--- config.mk ---
export PLATFORM = sky130hd
export DESIGN_NAME = axil_cmd_master_flat
export DESIGN_NICKNAME = d
export VERILOG_FILES = /design/src/rtl/axil_cmd_master_if.sv /design/src/rtl/axil_cmd_master.sv /design/src/flat_wrapper.sv
export SDC_FILE = /design/constraint.sdc
export NUM_CORES = 1
export LEC_CHECK = 0
export BUFFER_PORTS_ARGS = -buffer_cell sky130_fd_sc_hd__buf_2
export CAP_MARGIN = 0
export CORE_MARGIN = 2
export CORE_UTILIZATION = 30
export DETAILED_ROUTE_END_ITERATION = 10
export SYNTH_ARGS = -nofsm -noshare
export SYNTH_HDL_FRONTEND = slang
export SYNTH_SLANG_ARGS = --single-unit
--- constraint.sdc ---
create_clock -name ps_clk -period 2.65 [get_ports ps_clk]
set_input_delay 0.53 -clock ps_clk [delete_from_list [all_inputs] [get_ports ps_clk]]
set_output_delay 0.53 -clock ps_clk [all_outputs]
set_load 0.03 [all_outputs]
--- src/rtl/axil_cmd_master_if.sv ---
// AXI4-Lite bus bundle between the command master and the PL register responder.
// The master modport is the initiator side; slave is the responder side.
interface axil_cmd_master_if;
  logic [31:0] awaddr;
  logic [2:0]  awprot;
  logic        awvalid;
  logic        awready;
  logic [31:0] wdata;
  logic [3:0]  wstrb;
  logic        wvalid;
  logic        wready;
  logic [1:0]  bresp;
  logic        bvalid;
  logic        bready;
  logic [31:0] araddr;
  logic [2:0]  arprot;
  logic        arvalid;
  logic        arready;
  logic [31:0] rdata;
  logic [1:0]  rresp;
  logic        rvalid;
  logic        rready;

  modport master (
    output awaddr, awprot, awvalid,
    input  awready,
    output wdata, wstrb, wvalid,
    input  wready,
    input  bresp, bvalid,
    output bready,
    output araddr, arprot, arvalid,
    input  arready,
    input  rdata, rresp, rvalid,
    output rready
  );

  modport slave (
    input  awaddr, awprot, awvalid,
    output awready,
    input  wdata, wstrb, wvalid,
    output wready,
    output bresp, bvalid,
    input  bready,
    input  araddr, arprot, arvalid,
    output arready,
    output rdata, rresp, rvalid,
    input  rready
  );
endinterface

--- src/rtl/axil_cmd_master.sv ---
// Single-outstanding AXI4-Lite initiator: turns a cmd/rsp handshake into one
// AXI-Lite write or read, with a cycle timeout that recovers from a silent slave.
module axil_cmd_master #(
  parameter int unsigned TIMEOUT_CYCLES = 1024
) (
  input  logic        ps_clk,
  input  logic        ps_rstn,
  input  logic        cmd_valid,
  output logic        cmd_ready,
  input  logic        cmd_wr,
  input  logic [31:0] cmd_addr,
  input  logic [31:0] cmd_wdata,
  input  logic [3:0]  cmd_wstrb,
  output logic        rsp_valid,
  input  logic        rsp_ready,
  output logic        rsp_wr,
  output logic [31:0] rsp_rdata,
  output logic [1:0]  rsp_resp,
  output logic        rsp_timeout,
  axil_cmd_master_if.master m_axi
);

  localparam int unsigned CW = (TIMEOUT_CYCLES == 0) ? 1 : $clog2(TIMEOUT_CYCLES + 1);
  // Abort fires on the edge where the count would reach TIMEOUT_CYCLES.
  localparam logic [CW-1:0] LIMIT = (TIMEOUT_CYCLES == 0) ? '0 : CW'(TIMEOUT_CYCLES - 1);

  typedef enum logic [2:0] {
    IDLE,
    WR_REQ,
    WR_RESP,
    RD_REQ,
    RD_RESP,
    RSP
  } state_t;

  state_t        state_q, state_d;
  logic [CW-1:0] cnt_q, cnt_d;
  logic [31:0]   addr_q, addr_d;
  logic [31:0]   wdata_q, wdata_d;
  logic [3:0]    wstrb_q, wstrb_d;
  logic          wr_q, wr_d;
  logic          aw_done_q, aw_done_d;
  logic          w_done_q, w_done_d;
  logic          awvalid_q, awvalid_d;
  logic          wvalid_q, wvalid_d;
  logic          bready_q, bready_d;
  logic          arvalid_q, arvalid_d;
  logic          rready_q, rready_d;
  logic          cmd_ready_q, cmd_ready_d;
  logic          rsp_valid_q, rsp_valid_d;
  logic          rsp_wr_q, rsp_wr_d;
  logic [31:0]   rsp_rdata_q, rsp_rdata_d;
  logic [1:0]    rsp_resp_q, rsp_resp_d;
  logic          rsp_timeout_q, rsp_timeout_d;
  logic          tmo_hit;
  logic          abort;

  assign tmo_hit = (TIMEOUT_CYCLES != 0) && (cnt_q == LIMIT);

  always_ff @(posedge ps_clk or negedge ps_rstn) begin
    if (!ps_rstn) begin
      state_q       <= IDLE;
      cnt_q         <= '0;
      addr_q        <= '0;
      wdata_q       <= '0;
      wstrb_q       <= '0;
      wr_q          <= 1'b0;
      aw_done_q     <= 1'b0;
      w_done_q      <= 1'b0;
      awvalid_q     <= 1'b0;
      wvalid_q      <= 1'b0;
      bready_q      <= 1'b0;
      arvalid_q     <= 1'b0;
      rready_q      <= 1'b0;
      cmd_ready_q   <= 1'b0;
      rsp_valid_q   <= 1'b0;
      rsp_wr_q      <= 1'b0;
      rsp_rdata_q   <= '0;
      rsp_resp_q    <= '0;
      rsp_timeout_q <= 1'b0;
    end else begin
      state_q       <= state_d;
      cnt_q         <= cnt_d;
      addr_q        <= addr_d;
      wdata_q       <= wdata_d;
      wstrb_q       <= wstrb_d;
      wr_q          <= wr_d;
      aw_done_q     <= aw_done_d;
      w_done_q      <= w_done_d;
      awvalid_q     <= awvalid_d;
      wvalid_q      <= wvalid_d;
      bready_q      <= bready_d;
      arvalid_q     <= arvalid_d;
      rready_q      <= rready_d;
      cmd_ready_q   <= cmd_ready_d;
      rsp_valid_q   <= rsp_valid_d;
      rsp_wr_q      <= rsp_wr_d;
      rsp_rdata_q   <= rsp_rdata_d;
      rsp_resp_q    <= rsp_resp_d;
      rsp_timeout_q <= rsp_timeout_d;
    end
  end

  always_comb begin
    state_d       = state_q;
    cnt_d         = cnt_q;
    addr_d        = addr_q;
    wdata_d       = wdata_q;
    wstrb_d       = wstrb_q;
    wr_d          = wr_q;
    aw_done_d     = aw_done_q;
    w_done_d      = w_done_q;
    awvalid_d     = awvalid_q;
    wvalid_d      = wvalid_q;
    arvalid_d     = arvalid_q;
    bready_d      = 1'b0;
    rready_d      = 1'b0;
    rsp_valid_d   = rsp_valid_q;
    rsp_wr_d      = rsp_wr_q;
    rsp_rdata_d   = rsp_rdata_q;
    rsp_resp_d    = rsp_resp_q;
    rsp_timeout_d = rsp_timeout_q;
    abort         = 1'b0;

    if (state_q inside {WR_REQ, WR_RESP, RD_REQ, RD_RESP}) begin
      cnt_d = cnt_q + CW'(1);
    end

    unique case (state_q)
      IDLE: begin
        if (cmd_valid && cmd_ready_q) begin
          addr_d  = cmd_addr;
          wdata_d = cmd_wdata;
          wstrb_d = cmd_wstrb;
          wr_d    = cmd_wr;
          cnt_d   = '0;
          if (cmd_wr) begin
            state_d   = WR_REQ;
            aw_done_d = 1'b0;
            w_done_d  = 1'b0;
            awvalid_d = 1'b1;
            wvalid_d  = 1'b1;
          end else begin
            state_d   = RD_REQ;
            arvalid_d = 1'b1;
          end
        end
      end

      WR_REQ: begin
        // AW and W complete independently; each valid falls on its own handshake.
        aw_done_d = aw_done_q | (awvalid_q & m_axi.awready);
        w_done_d  = w_done_q  | (wvalid_q  & m_axi.wready);
        awvalid_d = ~aw_done_d;
        wvalid_d  = ~w_done_d;
        if (aw_done_d && w_done_d) begin
          state_d  = WR_RESP;
          bready_d = 1'b1;
        end else if (tmo_hit) begin
          abort = 1'b1;
        end
      end

      WR_RESP: begin
        if (bready_q && m_axi.bvalid) begin
          state_d       = RSP;
          rsp_valid_d   = 1'b1;
          rsp_wr_d      = 1'b1;
          rsp_rdata_d   = '0;
          rsp_resp_d    = m_axi.bresp;
          rsp_timeout_d = 1'b0;
        end else if (tmo_hit) begin
          abort = 1'b1;
        end else begin
          bready_d = 1'b1;
        end
      end

      RD_REQ: begin
        if (arvalid_q && m_axi.arready) begin
          state_d   = RD_RESP;
          arvalid_d = 1'b0;
          rready_d  = 1'b1;
        end else if (tmo_hit) begin
          abort = 1'b1;
        end
      end

      RD_RESP: begin
        if (rready_q && m_axi.rvalid) begin
          state_d       = RSP;
          rsp_valid_d   = 1'b1;
          rsp_wr_d      = 1'b0;
          rsp_rdata_d   = m_axi.rdata;
          rsp_resp_d    = m_axi.rresp;
          rsp_timeout_d = 1'b0;
        end else if (tmo_hit) begin
          abort = 1'b1;
        end else begin
          rready_d = 1'b1;
        end
      end

      RSP: begin
        if (rsp_ready) begin
          state_d     = IDLE;
          rsp_valid_d = 1'b0;
        end
      end

      default: state_d = IDLE;
    endcase

    // Timeout drops every bus valid/ready at once and reports a SLVERR-style response.
    if (abort) begin
      state_d       = RSP;
      awvalid_d     = 1'b0;
      wvalid_d      = 1'b0;
      arvalid_d     = 1'b0;
      bready_d      = 1'b0;
      rready_d      = 1'b0;
      rsp_valid_d   = 1'b1;
      rsp_wr_d      = wr_q;
      rsp_rdata_d   = '0;
      rsp_resp_d    = 2'b10;
      rsp_timeout_d = 1'b1;
    end

    cmd_ready_d = (state_d == IDLE);
  end

  assign cmd_ready     = cmd_ready_q;
  assign rsp_valid     = rsp_valid_q;
  assign rsp_wr        = rsp_wr_q;
  assign rsp_rdata     = rsp_rdata_q;
  assign rsp_resp      = rsp_resp_q;
  assign rsp_timeout   = rsp_timeout_q;

  assign m_axi.awaddr  = addr_q;
  assign m_axi.awprot  = 3'b000;
  assign m_axi.awvalid = awvalid_q;
  assign m_axi.wdata   = wdata_q;
  assign m_axi.wstrb   = wstrb_q;
  assign m_axi.wvalid  = wvalid_q;
  assign m_axi.bready  = bready_q;
  assign m_axi.araddr  = addr_q;
  assign m_axi.arprot  = 3'b000;
  assign m_axi.arvalid = arvalid_q;
  assign m_axi.rready  = rready_q;

endmodule

--- src/flat_wrapper.sv ---
// flat-port wrapper written by rule: the top's interface ports become plain ports
module axil_cmd_master_flat 
#(
  parameter int unsigned TIMEOUT_CYCLES = 1024
)
  (ps_clk, ps_rstn, cmd_valid, cmd_ready, cmd_wr, cmd_addr, cmd_wdata, cmd_wstrb, rsp_valid, rsp_ready, rsp_wr, rsp_rdata, rsp_resp, rsp_timeout, m_axi_awaddr, m_axi_awprot, m_axi_awvalid, m_axi_awready, m_axi_wdata, m_axi_wstrb, m_axi_wvalid, m_axi_wready, m_axi_bresp, m_axi_bvalid, m_axi_bready, m_axi_araddr, m_axi_arprot, m_axi_arvalid, m_axi_arready, m_axi_rdata, m_axi_rresp, m_axi_rvalid, m_axi_rready);
  axil_cmd_master_if m_axi_i ();
  input  logic ps_clk;
  input  logic ps_rstn;
  input  logic cmd_valid;
  output logic cmd_ready;
  input  logic cmd_wr;
  input  logic [31:0] cmd_addr;
  input  logic [31:0] cmd_wdata;
  input  logic [3:0] cmd_wstrb;
  output logic rsp_valid;
  input  logic rsp_ready;
  output logic rsp_wr;
  output logic [31:0] rsp_rdata;
  output logic [1:0] rsp_resp;
  output logic rsp_timeout;
  output wire logic [$bits(m_axi_i.awaddr)-1:0] m_axi_awaddr;
  output wire logic [$bits(m_axi_i.awprot)-1:0] m_axi_awprot;
  output wire logic [$bits(m_axi_i.awvalid)-1:0] m_axi_awvalid;
  input wire logic [$bits(m_axi_i.awready)-1:0] m_axi_awready;
  output wire logic [$bits(m_axi_i.wdata)-1:0] m_axi_wdata;
  output wire logic [$bits(m_axi_i.wstrb)-1:0] m_axi_wstrb;
  output wire logic [$bits(m_axi_i.wvalid)-1:0] m_axi_wvalid;
  input wire logic [$bits(m_axi_i.wready)-1:0] m_axi_wready;
  input wire logic [$bits(m_axi_i.bresp)-1:0] m_axi_bresp;
  input wire logic [$bits(m_axi_i.bvalid)-1:0] m_axi_bvalid;
  output wire logic [$bits(m_axi_i.bready)-1:0] m_axi_bready;
  output wire logic [$bits(m_axi_i.araddr)-1:0] m_axi_araddr;
  output wire logic [$bits(m_axi_i.arprot)-1:0] m_axi_arprot;
  output wire logic [$bits(m_axi_i.arvalid)-1:0] m_axi_arvalid;
  input wire logic [$bits(m_axi_i.arready)-1:0] m_axi_arready;
  input wire logic [$bits(m_axi_i.rdata)-1:0] m_axi_rdata;
  input wire logic [$bits(m_axi_i.rresp)-1:0] m_axi_rresp;
  input wire logic [$bits(m_axi_i.rvalid)-1:0] m_axi_rvalid;
  output wire logic [$bits(m_axi_i.rready)-1:0] m_axi_rready;
  assign m_axi_awaddr = m_axi_i.awaddr;
  assign m_axi_awprot = m_axi_i.awprot;
  assign m_axi_awvalid = m_axi_i.awvalid;
  assign m_axi_i.awready = m_axi_awready;
  assign m_axi_wdata = m_axi_i.wdata;
  assign m_axi_wstrb = m_axi_i.wstrb;
  assign m_axi_wvalid = m_axi_i.wvalid;
  assign m_axi_i.wready = m_axi_wready;
  assign m_axi_i.bresp = m_axi_bresp;
  assign m_axi_i.bvalid = m_axi_bvalid;
  assign m_axi_bready = m_axi_i.bready;
  assign m_axi_araddr = m_axi_i.araddr;
  assign m_axi_arprot = m_axi_i.arprot;
  assign m_axi_arvalid = m_axi_i.arvalid;
  assign m_axi_i.arready = m_axi_arready;
  assign m_axi_i.rdata = m_axi_rdata;
  assign m_axi_i.rresp = m_axi_rresp;
  assign m_axi_i.rvalid = m_axi_rvalid;
  assign m_axi_rready = m_axi_i.rready;
  axil_cmd_master #(.TIMEOUT_CYCLES(TIMEOUT_CYCLES)) u_core (.ps_clk(ps_clk), .ps_rstn(ps_rstn), .cmd_valid(cmd_valid), .cmd_ready(cmd_ready), .cmd_wr(cmd_wr), .cmd_addr(cmd_addr), .cmd_wdata(cmd_wdata), .cmd_wstrb(cmd_wstrb), .rsp_valid(rsp_valid), .rsp_ready(rsp_ready), .rsp_wr(rsp_wr), .rsp_rdata(rsp_rdata), .rsp_resp(rsp_resp), .rsp_timeout(rsp_timeout), .m_axi(m_axi_i));
endmodule
Word level (Yosys, flattened, before mapping)
Cells that the tools add are included.
- input bits: 114
- logic and storage cells: 121
- register bits after elaboration: 128
- output and inout port bits: 149
- reduce and logical (&&, ||, !) cells: 19
- muxes and demuxes: 61
- equal/unequal tests: 15
- add/subtract/negate cells: 1
- bitwise gates (word level): 6
- operators by type and width (kind ; number):
    32-bit two-way mux ; 3
    32-bit one-hot mux with 2 select lines ; 1
    11-bit two-way mux ; 3
    1-bit two-way mux ; 30
    3-bit two-way mux ; 7
    3-bit by 2-bit inequality test with 1-bit output (second input constant) ; 6
    1-bit one-hot mux with 2 select lines ; 9
    3-bit one-hot mux with 6 select lines ; 1
    11-bit by 1-bit adder with 11-bit output (second input constant) ; 1
    11-bit by 10-bit equality test with 1-bit output (second input constant) ; 1
    3-bit AND reduction ; 3
    3-bit nonzero test ; 3
    2-bit two-way mux ; 4
    4-bit AND reduction ; 2
    4-bit nonzero test ; 2
    3-bit by 2-bit equality test with 1-bit output (second input constant) ; 2
    3-bit equality test (second input constant) ; 2
    3-bit logical NOT ; 2
    1-bit logical AND ; 5
    1-bit one-hot mux with 4 select lines ; 1
    2-bit one-hot mux with 2 select lines ; 1
    3-bit by 1-bit equality test with 1-bit output (second input constant) ; 1
    3-bit by 1-bit inequality test with 1-bit output (second input constant) ; 1
    1-bit one-hot mux with 3 select lines ; 1
    other kinds (7) ; 10

Depth between registers and ports, before layout
- depth in word-level cells: 7
- depth in mapped cells: 7
- mapped depth without buffers: 5

Least setup slack after synthesis
Ideal clock, no wire load.
- path type: reg-to-reg
- start point: register u_core.state_q[2]
- end point: register u_core.bready_q, in the netlist u_core.m_axi.bready
- data required time: 2.524 ns
- setup slack: 0.747 ns
- arrival time: 1.777 ns
- cell stages (with the launch flop): 7
- clock period less this slack: 1.903 ns
- path buffers: 2
- library setup time: 0.126 ns
- cell sequence: dfrtp_1 or3b_1 clkbuf_1 o21bai_1 a311oi_4 buf_2 nor2_1
- longest elaborated chain between the ends: 3
- elaborated cells between the ends (all ways): 7
- those cells by class: eq/ne: 4; mux: 3
- ends and longest elaborated chain (element ; line ; text):
    start, declared ; axil_cmd_master.sv:36 ; state_t state_q, state_d;
    start signal, assigned ; axil_cmd_master.sv:82 ; state_q <= state_d;
    3-bit equality test, or another cell as far along ; axil_cmd_master.sv:129 ; unique case (state_q)
    1-bit one-hot mux with 4 select lines or 1-bit one-hot mux with 2 select lines (tied branches) ; axil_cmd_master.sv:129 ;
    1-bit two-way mux (*) ; axil_cmd_master.sv:215 ; if (abort) begin
    via u_core.bready_d ; axil_cmd_master.sv:46 ; logic bready_q, bready_d;
    end signal, assigned ; axil_cmd_master.sv:92 ; bready_q <= bready_d;
    end, declared ; axil_cmd_master.sv:46 ;
The timed path passes the listed nets; every way through them passes the cells marked *.
A chain may end at the register's enable or synchronous reset.

Worst setup path after layout
- start point: register u_core.state_q[2]
- end point: register u_core.cmd_ready_q, in the netlist u_core.cmd_ready
- longest elaborated chain between the ends: 4
- elaborated cells between the ends (all ways): 16
- those cells by class: eq/ne: 5; mux: 9; reduce/logical: 2
- ends and longest elaborated chain (element ; line ; text):
    3-bit equality test, or another cell as far along ; axil_cmd_master.sv:129 ;
    3-bit one-hot mux with 6 select lines or 1-bit one-hot mux with 4 select lines (tied branches) ; axil_cmd_master.sv:129 ;
    3-bit two-way mux (*) ; axil_cmd_master.sv:215 ;
    via u_core.state_d[0] ; axil_cmd_master.sv:36 ;
    3-bit logical NOT (*) ; axil_cmd_master.sv:229 ; cmd_ready_d = (state_d == IDLE);
    via u_core.cmd_ready_d ; axil_cmd_master.sv:49 ; logic cmd_ready_q, cmd_ready_d;
    end signal, assigned ; axil_cmd_master.sv:95 ; cmd_ready_q <= cmd_ready_d;
    end, declared ; axil_cmd_master.sv:49 ;
Marks and branches as above.

==> results_dict.tcl <==
set metrics [dict create \
    status "finished, final reports clean" \
    total_switching_power_mw 4.60 \
    r2r-end "u_core.cmd_ready$_DFF_PN0_" \
    portBuffers 256 \
    postSynthRegisterBits 128 \
    syn-cell-area_um2 5500 \
    drv_cap 0 \
    average_footprint_of_a_synthesized_cell_um2 12.0 \
    unique_masters_post_synth 42 \
    worst_ep_required_time_ns 2.94 \
    mean_routed_wirelength_per_cell_um 13.9 \
    number_of_global_route_vias_before_repair 3912 \
    final-max-slew-violation-count 0 \
    hold_violations 0 \
    cts_inserted_buffers 17 \
    gp_routability_congestion 0.766 \
    fmax_ghz 0.446 \
    placed_cell_area_um2 6820 \
    die_width_um 139 \
    r2r-start "u_core.state_q[2]$_DFF_PN0_" \
    drc_errors 0 \
    routed_wl_um 12900 \
    power.share.clock_pct 22.0 \
    worst_ir_drop_vdd_v 0.000749 \
    setup_slack_at_placement_ns 0.416 \
    synthCells 457 \
    final_count_of_negative_setup_slack_endpoints 0 \
    antennaDiodeCount 0 \
    ys.warnings.count 0 \
    path_depth 6 \
    cp_max_fo 45 \
    setup.worst_path.start "u_core.state_q[2]$_DFF_PN0_" \
    crit_type "flop to flop" \
    reg2reg_setup_slack_ns 0.41 \
    dr_iter_0_viols 201 \
    ant_nets 0 \
    synth_enable_flop_cells 0 \
    synthMuxAreaShare_pct 14.5 \
    cts-root-buf "sky130_fd_sc_hd__clkbuf_16" \
    internal_power_mw 5.92 \
    synthSimpleGateAreaFrac_pct 10.6 \
    worst_path_largest_cell_delay_ns 0.52 \
    rows 49 \
    crit_chain "or3b_1 -> o21bai_1 -> a311oi_4 -> buf_12 -> or3_1 -> nor3_1" \
    comb_power_share_pct 47.0 \
    layout.cell_area.non_filler_um2 7400 \
    critPathArrivalTime_ns 2.53 \
    multi_input_comb_area_um2 1910 \
    synth-xor-area-share_pct 1.91 \
    cts-root-to-sink-buffers 2 \
    finClkSkew_ns 0.00711 \
    global_route_wire_length_before_repair_um 20300 \
    clock_insertion_delay_worst_skew_ns 0.41 \
    design.final.nets 801 \
    synth_top_cells_by_area "sky130_fd_sc_hd__dfrtp_1, sky130_fd_sc_hd__mux2_2, sky130_fd_sc_hd__buf_4" \
    postSynth.topFlopCell "sky130_fd_sc_hd__dfrtp_1" \
    synth.yosys.seq_area_share_pct 58.3 \
    clk_pin_slew_ns 0.06 \
    timing.critical_path.slowest_stage_cell "sky130_fd_sc_hd__dfrtp_1" \
    setup_tns_ns 0 \
    sw_frac_of_total_pct 43.8 \
    area_growth_syn_to_layout_pct 34.7 \
    max_slew_margin_vs_limit_pct 65.0 \
    worstRegToRegCells 6 \
    seqCellArea_um2 3200 \
    grt_antenna_before_repair 0 \
    synth.top_cell.area_share_pct 58.3 \
    combinational_family_with_the_most_area_after_synthesis "multiplexers" \
    total_leakage_power_nw 3.71 \
    post-cts-setup-buffer-count 0 \
    drive_gt1_share_pct 53.2 \
    hold_buffers 0 \
    post_synth_fa_ha_maj_area_fraction_pct 0.228 \
    critical_path.n_buffers_inverters 1 \
    floorplan.io_pins 263 \
    finalCritPeriodShare_pct 84.5 \
    clock_sinks 128 \
    crit_path_end_kind "flop" \
    worst_path_dominant_cell_family "simple AND/OR/NAND/NOR gates" \
    grt_overflow_total 0 \
    synthArstFlopShare_pct 100 \
    grt_use_total_pct 13.1 \
    hold_path_class "input pin to async pin" \
    tritoncts "done" \
    power_density_nw_per_um2 1420 \
    place_hpwl_um 9110 \
    worst_setup_path_endpoint "u_core.cmd_ready$_DFF_PN0_" \
    fp.dieH_um 139 \
    drt-pass1-iter-count 4 \
    htreeDepth 4 \
    fillcell_total 1762 \
    floorplan.die_area_um2 19400 \
    synth_compound_area_share_pct 6.99 \
    initial_utilization_pct 30.6 \
    largest_net_degree_at_the_start_of_global_routing 50 \
    synth_top_cell_by_area "sky130_fd_sc_hd__dfrtp_1" \
    tightest_slew_ns 0.525 \
    pwr-share-seq_pct 30.9 \
    postLayoutSetupSlackWorst_ns 0.410 \
    viasPerCell 4.47 \
    final.min_clock_period_ns 2.24 \
    routed-via-count 4142 \
    rsz0062_at_grt "no" \
    postCtsResizedCells 0 \
    core-area_um2 18000 \
    timing.critical_path.from_type "flop" \
]
-- sequential cells by signal (all words and copies together) (netlist names), 2 cells and up --
name                 flops
u_core.m_axi.araddr     32
u_core.rsp_resp          2
u_core.m_axi.wstrb       4
u_core.state_q           3
u_core.cnt_q            11
u_core.rsp_rdata        32
u_core.m_axi.wdata      32
-- layout make-up --
| cell class | count | share of cell area, % |
|---|---|---|
| Sequential cell | 128 | 43.3 |
| Multi-Input combinational cell | 269 | 25.8 |
| Timing Repair Buffer | 268 | 19.1 |
| Clock buffer | 20 | 6.03 |
| Tap cell | 229 | 3.87 |
| Clock inverter | 10 | 1.88 |
| Inverter | 2 | 0.101 |
-- power groups by stage --
stage                     logic, mW  registers [mW]  clock network (mW)
after floorplan                2.53            4.61                   0
after global placement         4.97            3.27                   0
after detailed placement       5.01            3.29                   0
after CTS                      5.01            3.27                2.40
after global routing           5.26            3.38                2.48
final                          4.95            3.25                2.32
-- how the worst min path moves through the flow --
| stage | end | slack (ns) | depth (start not counted) |
|---|---|---|---|
| 4_1_cts | u_core.m_axi.araddr[1]$_DFFE_PN0P_ | 0.11 | 1 |
| 3_5_place_dp | u_core.rsp_timeout$_DFFE_PN0P_ | 0.46 | 1 |
| 3_3_place_gp | u_core.rsp_timeout$_DFFE_PN0P_ | 0.46 | 1 |
| 6_report | u_core.m_axi.araddr[3]$_DFFE_PN0P_ | 0.10 | 1 |
| 2_1_floorplan | u_core.aw_done_q$_DFFE_PN0P_ | 0.23 | 0 |
| 5_1_grt | u_core.m_axi.araddr[3]$_DFFE_PN0P_ | 0.12 | 1 |
-- worst register-to-register path: cells and delay by family (launching register included) --
family,cells,cell delay (ns)
AOI/OAI and AO/OA,2,0.62
and+or+nand+nor,3,0.72
buffers and inverters,1,0.27
DFF,1,0.52
-- cells in the final DEF (no fill, tap or decap), types with 9 or more instances in the layout --
cell / synthesis / layout
sky130_fd_sc_hd__a22oi_1: 13 / 13
sky130_fd_sc_hd__nor3_1: 9 / 9
sky130_fd_sc_hd__nand3_1: 23 / 23
sky130_fd_sc_hd__buf_4: 39 / 10
sky130_fd_sc_hd__nand2_1: 30 / 30
sky130_fd_sc_hd__dfrtp_1: 128 / 128
sky130_fd_sc_hd__a21oi_1: 22 / 22
sky130_fd_sc_hd__nor2_1: 36 / 36
sky130_fd_sc_hd__buf_2: 14 / 255
sky130_fd_sc_hd__mux2_2: 68 / 68
sky130_fd_sc_hd__clkbuf_16: 0 / 17
-- cells by family (layout without fill, tap and decap cells) --
group	Yosys count	in the layout
DFF	128	128
buffers and inverters	65	300
muxes	71	71
AOI/OAI and AO/OA	57	57
adders and majority gates	1	1
other	1	6
and+or+nand+nor	122	122
xor gates and xnor gates	12	12
-- cell usage after synthesis, types with 6 or more instances --
library cell               number
sky130_fd_sc_hd__nor3_1         9
sky130_fd_sc_hd__nand2_1       30
sky130_fd_sc_hd__buf_2         14
sky130_fd_sc_hd__dfrtp_1      128
sky130_fd_sc_hd__nor2_1        36
sky130_fd_sc_hd__xor2_1         6
sky130_fd_sc_hd__a21oi_1       22
sky130_fd_sc_hd__a22oi_1       13
sky130_fd_sc_hd__xnor2_1        6
sky130_fd_sc_hd__mux2_2        68
sky130_fd_sc_hd__nand3_1       23
sky130_fd_sc_hd__clkbuf_1       9
sky130_fd_sc_hd__o21ai_0        6
sky130_fd_sc_hd__buf_4         39
-- stage by stage --
stage | power [mW] | hold WS, ns | util (%) | instances
after floorplan | 7.14 | 0.234 | - | 462
after global placement | 8.24 | 0.455 | 37.9 | 896
final | 10.5 | 0.102 | 41.2 | 926
after global routing | 11.1 | 0.118 | 41.2 | 926
after CTS | 10.7 | 0.107 | 41.2 | 926
after detailed placement | 8.30 | 0.462 | 37.9 | 896
-- layer usage --
metal | share of wire [%] | GRT usage, % | up-vias
met2 | 49 | 21.3 | 161
li1 | - | - | 2004
met4 | 1.2 | 4.20 | 0
met3 | 7.1 | 4.47 | 12
met5 | 0 | 0 | -
met1 | 43 | 16.5 | 1965
No activity file was read; power rests on OpenSTA's default activity.
